### src/rtl/v_logic_pipe.sv
// v_logic_pipe: bitwise AND/OR/XOR-family vector unit with SEW element masking,
// feeding a fixed-depth result pipeline that stalls globally on backpressure.
module v_logic_pipe #(
   parameter int REQ_DATA_WIDTH = 64,
   parameter int REQ_ADDR_WIDTH = 32,
   parameter int OPSEL_WIDTH    = 3,
   parameter int NUM_STAGES     = 6,
   parameter int MASK_ENABLE    = 1
) (
   input  logic                          clk,
   input  logic                          rst,
   input  logic                          in_valid,
   output logic                          in_ready,
   input  logic [REQ_ADDR_WIDTH-1:0]     in_addr,
   input  logic [REQ_DATA_WIDTH-1:0]     in_vec0,
   input  logic [REQ_DATA_WIDTH-1:0]     in_vec1,
   input  logic [REQ_DATA_WIDTH-1:0]     in_old,
   input  logic [OPSEL_WIDTH-1:0]        in_opSel,
   input  logic [1:0]                    in_sew,
   input  logic                          in_vm,
   input  logic [REQ_DATA_WIDTH/8-1:0]   in_elem_en,
   input  logic                          in_mask,
   output logic                          out_valid,
   input  logic                          out_ready,
   output logic [REQ_DATA_WIDTH-1:0]     out_vec,
   output logic [REQ_ADDR_WIDTH-1:0]     out_addr,
   output logic                          out_mask
);
   localparam int NB     = REQ_DATA_WIDTH / 8;
   localparam int BIDX_W = $clog2(NB);

   logic                      stall;
   logic                      accept;
   logic [2:0]                op;
   logic [REQ_DATA_WIDTH-1:0] op_res;
   logic [REQ_DATA_WIDTH-1:0] merged;
   logic [NB-1:0]             byte_en;
   logic                      mask_bit;

   assign stall    = out_valid && !out_ready;
   assign in_ready = !stall;
   assign accept   = in_valid && in_ready;
   assign mask_bit = (MASK_ENABLE != 0) ? in_mask : 1'b0;

   always_comb begin
      op = in_opSel[2:0];
      if (MASK_ENABLE == 0) op[2] = 1'b0;
      op_res = '0;
      case (op)
         3'b000:  op_res = (MASK_ENABLE != 0) ? (in_vec0 & ~in_vec1) : '0;
         3'b001:  op_res = in_vec0 & in_vec1;
         3'b010:  op_res = in_vec0 | in_vec1;
         3'b011:  op_res = in_vec0 ^ in_vec1;
         3'b100:  op_res = in_vec0 | ~in_vec1;
         3'b101:  op_res = ~(in_vec0 & in_vec1);
         3'b110:  op_res = ~(in_vec0 | in_vec1);
         default: op_res = ~(in_vec0 ^ in_vec1);
      endcase
   end

   // Every SEW is a whole number of bytes, so byte b belongs to element b >> sew.
   always_comb begin
      for (int b = 0; b < NB; b++)
         byte_en[b] = in_elem_en[BIDX_W'(b) >> in_sew];
   end

   always_comb begin
      merged = op_res;
      if ((MASK_ENABLE != 0) && !in_mask && !in_vm) begin
         for (int b = 0; b < NB; b++)
            merged[b*8 +: 8] = byte_en[b] ? op_res[b*8 +: 8] : in_old[b*8 +: 8];
      end
   end

   logic                      st_valid [NUM_STAGES];
   logic [REQ_DATA_WIDTH-1:0] st_vec   [NUM_STAGES];
   logic [REQ_ADDR_WIDTH-1:0] st_addr  [NUM_STAGES];
   logic                      st_mask  [NUM_STAGES];

   always_ff @(posedge clk) begin
      if (rst) begin
         for (int s = 0; s < NUM_STAGES; s++) begin
            st_valid[s] <= 1'b0;
            st_vec[s]   <= '0;
            st_addr[s]  <= '0;
            st_mask[s]  <= 1'b0;
         end
      end else if (!stall) begin
         st_valid[0] <= accept;
         st_vec[0]   <= accept ? merged : '0;
         st_addr[0]  <= accept ? in_addr : '0;
         st_mask[0]  <= accept ? mask_bit : 1'b0;
         for (int s = 1; s < NUM_STAGES; s++) begin
            st_valid[s] <= st_valid[s-1];
            st_vec[s]   <= st_vec[s-1];
            st_addr[s]  <= st_addr[s-1];
            st_mask[s]  <= st_mask[s-1];
         end
      end
   end

   assign out_valid = st_valid[NUM_STAGES-1];
   assign out_vec   = st_vec[NUM_STAGES-1];
   assign out_addr  = st_addr[NUM_STAGES-1];
   assign out_mask  = st_mask[NUM_STAGES-1];

endmodule

### config.mk
export PLATFORM = sky130hd
export DESIGN_NAME = v_logic_pipe
export DESIGN_NICKNAME = d
export VERILOG_FILES = /design/src/rtl/v_logic_pipe.sv
export SDC_FILE = /design/constraint.sdc
export NUM_CORES = 1
export LEC_CHECK = 0
export BUFFER_PORTS_ARGS = -buffer_cell sky130_fd_sc_hd__buf_4
export CELL_PAD_IN_SITES_DETAIL_PLACEMENT = 1
export CELL_PAD_IN_SITES_GLOBAL_PLACEMENT = 1
export CORE_MARGIN = 1.5
export CORE_UTILIZATION = 45
export CTS_BUF_LIST = sky130_fd_sc_hd__clkbuf_8
export CTS_CLUSTER_DIAMETER = 200
export DETAILED_ROUTE_END_ITERATION = 10
export PLACE_DENSITY_LB_ADDON = 0.1
export SLEW_MARGIN = 0
export SYNTH_ARGS = -nofsm -noshare
export SYNTH_HDL_FRONTEND = slang
export SYNTH_SLANG_ARGS = --single-unit
### constraint.sdc
create_clock -name clk -period 8.7 [get_ports clk]
set_input_delay 0.87 -clock clk [delete_from_list [all_inputs] [get_ports clk]]
set_output_delay 0.87 -clock clk [all_outputs]
set_load 0.01 [all_outputs]
==> metrics.md, run 1 <==
| Metric | Value |
|---|---|
| Outcome | `completed` |
| Leakage | `16.0 nW` |
| Final wirelength | `73700 um` |
| Period utilisation layout | `42.5%` |
| Post-DP HPWL | `50800 um` |
| Starting Density | `45.5%` |
| Final instance area | `0.0349 sq mm` |
| Syn. warnings | `0` |
| Io pins | `about 340` |
| Final ANT Viol Nets | `0` |
| Post-synthesis sequential area ratio | `between 50% and 60%` |
| Min-Delay Startpoint | `in_addr[6]` |
| Layout cell share with drive strength beyond 1 | `19.8%` |
| Startpoint class of the critical path | `flip-flop` |
| M3 GR Usage | `4.46%` |
| Avg WL per Cell | `20.6 um` |
| Crit path required time | `approximately 9.2 ns` |
| Max cap viols | `0` |
| CP cell instances | `nand2b_1, and2b_4, buf_4, nand2_1, inv_2, buf_4, o21ai_1, o21ai_0` |
| DRC | `0` |
| Largest net degree at the start of global routing | `306` |
| Post-synth EDFFs | `588` |
| Distinct cells, synth | `between 60 and 70` |
| Clock slew at reported path FFs | `0.06 ns` |
| Grt met1 use | `27.3%` |
| Worst Hold Path EP | `st_addr[0][6]` |
| CTS resizes | `0` |
| Final Power | `6.00 mW` |
| Most used cell, CP | `buf_4` |
| M2 GR Usage | `34.4%` |
| Critical path class | `flip-flop to flip-flop` |
| Pins Over Slew Limit | `0` |
| Site row count | `95` |
| Critical path buffers and inverters | `3` |
| Placer Congestion | `a little over 0.8` |
| RR Endpoint | `st_vec[0][24]` |
| Top-area cell type share of the netlist area | `~58%` |
| Final setup viols | `0` |
| CTS Buf Count | `98` |
| Commonest non-fill, non-tap cells in the layout | `edfxtp_1, and2_1, buf_4` |
| Vias in the first global route | `about 19k` |
| Fin Hold WS | `0.480 ns` |
| Post-synth top area cell | `edfxtp_1` |
| R2R depth | `8` |
| Die width | `around 260 um` |
| Non-filler cells, final | `3582` |
| Clock Skew | `0.0204 ns` |
| RSZ-0062 raised after global routing | `false` |
| Hold_buf cts | `0` |
| Flops & latches, synth | `588` |
| Commonest non-fill, non-tap cell in the layout | `edfxtp_1` |
| Vias per cell | `5.09` |
| Minimum clock period | `3.70 ns` |
| First drt pass iteration count | `5` |
| Nets | `3123` |
| Max VDD drop | `0.100 mV` |
| Placed cells | `3393` |
| Top Family by Delay on Critical Path | `buffers and inverters` |
| Hold Vio Cnt, Final | `0` |
| Worst-path maximum fanout | `slightly above 100` |
| Nature of the critical path endpoint | `flip-flop` |
| Pwr dens | `around 170 mW/mm^2` |
| CP Depth | `8` |
| Synth Cell Area | `0.0306 sq mm` |
| Vias post-DR | `approximately 18k` |
| Worst Hold Depth | `2` |
| Port bufs | `341` |
| Post-CTS setup buffer count | `0` |
| CTS tree | `yes` |
| Syn nets | `2902` |
| GRT Residual Overflow | `0` |
| Max Root-Sink Buffers | `3` |
| First-pass GRT wire length | `between 100000 and 150000 um` |
| Chip height | `264 um` |
| Most common flop cell mapped by yosys | `edfxtp_1` |
| Post-DP Area | `0.0331 sq mm` |
| H-tree depth | `3` |
| Setup slack at placement | `~4.3 ns` |
| Initial antenna violation count | `18` |
| Setup TNS Final | `0 ns` |
| Worst skew pair latency | `0.69 ns` |
| Busiest grt layer | `met2` |
| Async set-reset flop share out of synthesis | `0%` |
| Die area | `0.0696 sq mm` |
| RR Startpoint | `st_valid[5]` |
| Top cells by area, synth | `edfxtp_1, ha_1, and2_1, mux2i_1, buf_4` |
| Worst EP arrival | `around 4.2 ns` |
| Core area | `0.0673 sq mm` |
| Fmax | `around 270 MHz` |
| Worst hold path class | `input pin to flip-flop` |
| Syn Inst Count | `2399` |
| Tot GR Track Use | `20.9%` |
| Layout area overhead | `13.9%` |
| Max-slew headroom | `22.8%` |
| Root Buffer | `clkbuf_8` |
| First DRT Iteration DRCs | `1270` |
| CTS Sinks | `between 500 and 600` |
| Slowest cell delay on critical path | `0.59 ns` |
| Fin util | `51.8%` |
| Post-route setup slack | `5.00 ns` |
| Slew @ Worst Pin | `1.16 ns` |
| Worst reg2reg setup slack | `5.00 ns` |
| Slowest cell on crit path | `buf_4` |
| Mean post-synth cell area | `12.8 sq um` |
==> cell type report <==
type                    count  area, sq um
flip-flops and latches    588        17700
inverters                 145          544
repair buffers            354         2710
fillers                  6880        32400
well taps                 873         1090
multi-input cells        1433        11100
clock inverters            84          432
clock buffers              98         1350
diodes                      7         17.5
==> report_power, final <==
group          internal [mW]  total [mW]  switching, mW  leakage (nW)
registers               3.17        3.20         0.0245          7.17
logic                  0.243       0.569          0.326          7.79
clock network           1.10        2.24           1.14          1.01
==> routing by layer <==
metal | vias to the layer above | part of all wire [%]
met3 | 119 | 5.3
met5 | - | 0.15
met1 | 8948 | 45
li1 | 8736 | -
met4 | 16 | 2.3
met2 | 420 | 48
==> state kept, by name (all words and copies together), names as in the netlist <==
register / count
st_valid: 6
st_addr: 192
st_vec: 384
st_mask: 6
==> Yosys cell counts (3+ instances only) <==
| cell | instances |
|---|---|
| nor3_1 | 4 |
| mux2i_1 | 82 |
| o22a_1 | 4 |
| o211a_1 | 10 |
| mux4_2 | 16 |
| buf_4 | 99 |
| o311ai_0 | 5 |
| a221oi_1 | 19 |
| clkbuf_1 | 77 |
| inv_1 | 143 |
| o21ai_0 | 109 |
| edfxtp_1 | 588 |
| nor2_2 | 3 |
| o221ai_1 | 5 |
| a221o_1 | 4 |
| a22oi_1 | 8 |
| xnor2_1 | 8 |
| ha_1 | 260 |
| buf_6 | 5 |
| nand2b_1 | 12 |
| buf_2 | 45 |
| o211ai_1 | 10 |
| nand2_1 | 86 |
| and2_1 | 494 |
| o2111ai_1 | 5 |
| and3_1 | 34 |
| buf_1 | 3 |
| mux2_2 | 23 |
| a31oi_1 | 5 |
| a21oi_1 | 76 |
| nor2_1 | 40 |
| o22ai_1 | 17 |
| nand3_1 | 13 |
| a211oi_1 | 15 |
| nor2b_1 | 29 |
| o21a_1 | 9 |
==> cell families (layout without fill, tap and decap cells) <==
family	Yosys count	count (layout)	synth area share, %
buffers and inverters	378	681	6.21
DFF	588	588	57.7
other	0	7	0
and+or+nand+nor	724	724	13.7
muxes	123	123	4.84
xor gates and xnor gates	8	8	0.229
AOI/OAI and AO/OA	318	318	6.66
adders and majority gates	260	260	10.6
==> worst max path at each step <==
stage | from | end
2_1_floorplan | out_ready | st_addr[0][0]
3_3_place_gp | out_ready | st_vec[0][24]
3_5_place_dp | out_ready | st_vec[0][27]
4_1_cts | st_valid[5] | st_vec[0][27]
5_1_grt | st_valid[5] | st_vec[0][26]
6_report | st_valid[5] | st_vec[0][24]
Note: power is estimated with default switching activity, not from simulation.
==> run 2, diff against run 1 <==
- ABC_AREA: not set -> 1
- CORE_UTILIZATION: 45 -> 43
- clock period: 8.7 -> 3.3 ns (I/O delays scaled with it)
==> metrics.md, run 2 <==
| Metric | Value |
|---|---|
| Outcome | `completed` |
| Fmax | `456 MHz (+69%)` |
| Clock Skew | `0.0172 ns (-0.00314 ns)` |
| Commonest non-fill, non-tap cells in the layout | `inv_1, nor2_1, edfxtp_1` |
| Period utilisation layout | `66.4% (+24 points)` |
| Root Buffer | `clkbuf_8` |
| Commonest non-fill, non-tap cell in the layout | `inv_1` |
| First-pass GRT wire length | `126000 um (+13%)` |
| Fin Hold WS | `0.0811 ns (-0.399 ns)` |
| Final wirelength | `80900 um (+9.9%)` |
| CP Launch Point | `st_valid[5]` |
| Final setup viols | `0 (unchanged)` |
| Mean post-synth cell area | `9.25 sq um (-27%)` |
| Largest net degree at the start of global routing | `169 (-45%)` |
| CTS tree | `yes` |
| Chip height | `274 um (+3.8%)` |
| Layout cell share with drive strength beyond 1 | `14.0% (-5.8 points)` |
| Synth Cell Area | `0.0315 sq mm (+3.0%)` |
| Top reg by flops | `st_vec` |
| Placer Congestion | `0.855 (+2.8%)` |
| Max-slew headroom | `34.1% (+11 points)` |
| Leakage | `17.3 nW (+8.0%)` |
| Vias post-DR | `22.4k (+23%)` |
| Pwr dens | `439 mW/mm^2 (+150%)` |
| Worst skew pair latency | `0.70 ns (about the same)` |
| Sw frac | `25.0% (+0.21 points)` |
| RSZ-0062 raised after global routing | `false` |
| Layout area overhead | `17.9%` |
| Pins Over Slew Limit | `0 (unchanged)` |
| Async set-reset flop share out of synthesis | `0% (unchanged)` |
| R2R depth | `3 (-5)` |
| Post-synthesis sequential area ratio | `56.0% (-1.7 points)` |
| Io pins | `342 (unchanged)` |
| Post-CTS setup buffer count | `0 (unchanged)` |
| Top-area cell type share of the netlist area | `56.0% (-1.7 points)` |
| FILL cells | `8293 (+21%)` |
| DRC | `0 (unchanged)` |
| Die width | `274 um (+3.8%)` |
| CTS Sinks | `588 (unchanged)` |
| Post-synth EDFFs | `588 (unchanged)` |
| Syn Inst Count | `3406 (+42%)` |
| Grt met1 use | `27.2% (-0.091 points)` |
| Multi-input combinational cell area | `0.00951 sq mm (-14%)` |
| Post-DP HPWL | `55100 um (+8.5%)` |
| Port bufs | `341 (unchanged)` |
| Min-Delay Startpoint | `in_old[58]` |
| Syn nets | `3909 (+35%)` |
| H-tree depth | `3 (unchanged)` |
| Crit path required time | `3.63 ns (-5.58 ns)` |
| Total net switching power | `4.07 mW (+170%)` |
| Avg WL per Cell | `16.9 um (-18%)` |
| Flip-flop and latch area | `0.0177 sq mm (unchanged)` |
| Die area | `0.0749 sq mm (+7.7%)` |
| Top-count cell post-synth | `nor2_1` |
| Initial antenna violation count | `3 (-15)` |
| Flops & latches, synth | `588 (unchanged)` |
| Vias in the first global route | `23.8k (+24%)` |
| Nature of the critical path endpoint | `flip-flop` |
| Critical path class | `flip-flop to flip-flop` |
| Starting Density | `43.3% (-2.1 points)` |
| CP endpoint | `st_addr[0][82]` |
| Busiest grt layer | `met2` |
| Worst-path maximum fanout | `49 (-51%)` |
| Gate power share | `10.3% (+0.8 points)` |
| Site row count | `99 (+4.2%)` |
| RR Startpoint | `st_valid[5]` |
| Post-synth top area cell | `edfxtp_1` |
| RR Endpoint | `st_addr[0][82]` |
| Setup TNS Final | `0 ns (unchanged)` |
| First drt pass iteration count | `5 (unchanged)` |
| First DRT Iteration DRCs | `1071 (-16%)` |
| CTS Buf Count | `100 (+2.0%)` |
| M2 GR Usage | `37.0% (+2.5 points)` |
| Worst reg2reg setup slack | `1.11 ns (-3.89 ns)` |
| Nets | `4248 (+36%)` |
| Largest regs | `st_vec: 384 flops, st_addr: 192 flops` |
| Vias per cell | `4.68 (-8.1%)` |
| Worst EP arrival | `2.52 ns (-1.69 ns)` |
| Tot GR Track Use | `21.5% (+0.62 points)` |
| Max cap viols | `0 (unchanged)` |
| Hold Vio Cnt, Final | `0 (unchanged)` |
| GRT Residual Overflow | `0 (unchanged)` |
| Max FFs per register | `384 (unchanged)` |
| Final ANT Viol Nets | `0 (unchanged)` |
| Clock power share | `37.7% (+0.4 points)` |
| Startpoint class of the critical path | `flip-flop` |
| Max VDD drop | `0.256 mV (+160%)` |
| Top cells by area, synth | `edfxtp_1, ha_1, nor2_1, inv_1, nand2_1` |
| Distinct cells, synth | `27 (-56%)` |
| Internal Pwr Total | `12.2 mW (+170%)` |
| Minimum clock period | `2.19 ns (-1.51 ns)` |
| Post-synth top cells | `nor2_1, inv_1, edfxtp_1, nand2_1, ha_1` |
| M3 GR Usage | `3.00% (-1.5 points)` |
| Max Root-Sink Buffers | `3 (unchanged)` |
| Core area | `0.0727 sq mm (+8.1%)` |
| Worst hold path class | `input pin to flip-flop` |
| Slew @ Worst Pin | `0.989 ns (-0.167 ns)` |
| Sequential power share | `52.0% (-1.3 points)` |
| Most common flop cell mapped by yosys | `edfxtp_1` |
| Clock slew at reported path FFs | `0.06 ns (about the same)` |
| Syn. warnings | `0 (unchanged)` |
## run 2: worst min-delay path by stage
stage / endpoint / slack (ns) / cells past startpoint
final: st_vec[0][58] / 0.08 / 3
after global routing: st_vec[0][41] / 0.06 / 4
after CTS: st_vec[0][37] / 0.0003 / 4
after detailed placement: st_vec[0][135] / 0.53 / 2
after global placement: st_addr[0][136] / 0.52 / 2
after floorplan: st_addr[0][100] / 0.52 / 2
## run 2: power groups by stage
stage	clock network (mW)	registers, mW	logic (mW)
2_1_floorplan	0	8.59	0.915
3_3_place_gp	0	8.62	1.53
3_5_place_dp	0	8.63	1.61
4_1_cts	6.38	8.47	1.70
5_1_grt	6.68	8.49	1.90
6_report	6.14	8.47	1.68
## run 2: worst max-delay path, cell delays in order, from the launching register on
cell	delay, ns
edfxtp_1	0.45
nand3_4	0.21
buf_4	0.55
buf_4	0.58
## run 2: layer usage
layer	part of all wire, %	wire length, um
met1	44	35700
met2	48	39000
met3	4.5	3650
met4	3.2	2590
met5	0.015	12
## run 2: cell type report
| type | instances | area share, % |
|---|---|---|
| antenna | 3 | 0.0202 |
| clock buffer | 100 | 3.71 |
| clock inverter | 73 | 1.26 |
| inverter | 839 | 8.48 |
| multi-input combinational | 1760 | 25.6 |
| sequential | 588 | 47.5 |
| tap | 959 | 3.23 |
| timing repair buffer | 456 | 10.1 |
## run 2: logic make-up (layout without fill, tap and decap cells)
group	Yosys count	in the layout	share of synthesized area [%]
compound gates	222	222	3.74
buf+inv	1058	1468	13.9
simple gates	1278	1278	16.0
fa+ha+maj	260	260	10.3
flops	588	588	56.0
other cells	0	3	0
## run 2: what timing repair did
action / in CTS / in global routing
hold buffers: 76 / 0
setup endpoints to repair: 0 / 0
hold endpoints to repair: 78 / 0
resized for setup: 0 / 0
## run 2: metrics by stage
step	setup WS, ns	instance area, sq um	util (%)	total power, mW	instances
2_1_floorplan	-3.30	31500	-	9.50	3406
3_3_place_gp	0.799	34500	47.5	10.1	4526
3_5_place_dp	0.634	34500	47.5	10.2	4526
4_1_cts	1.09	37100	51.1	16.5	4775
5_1_grt	0.941	37100	51.1	17.1	4777
6_report	1.11	37100	51.1	16.3	4778
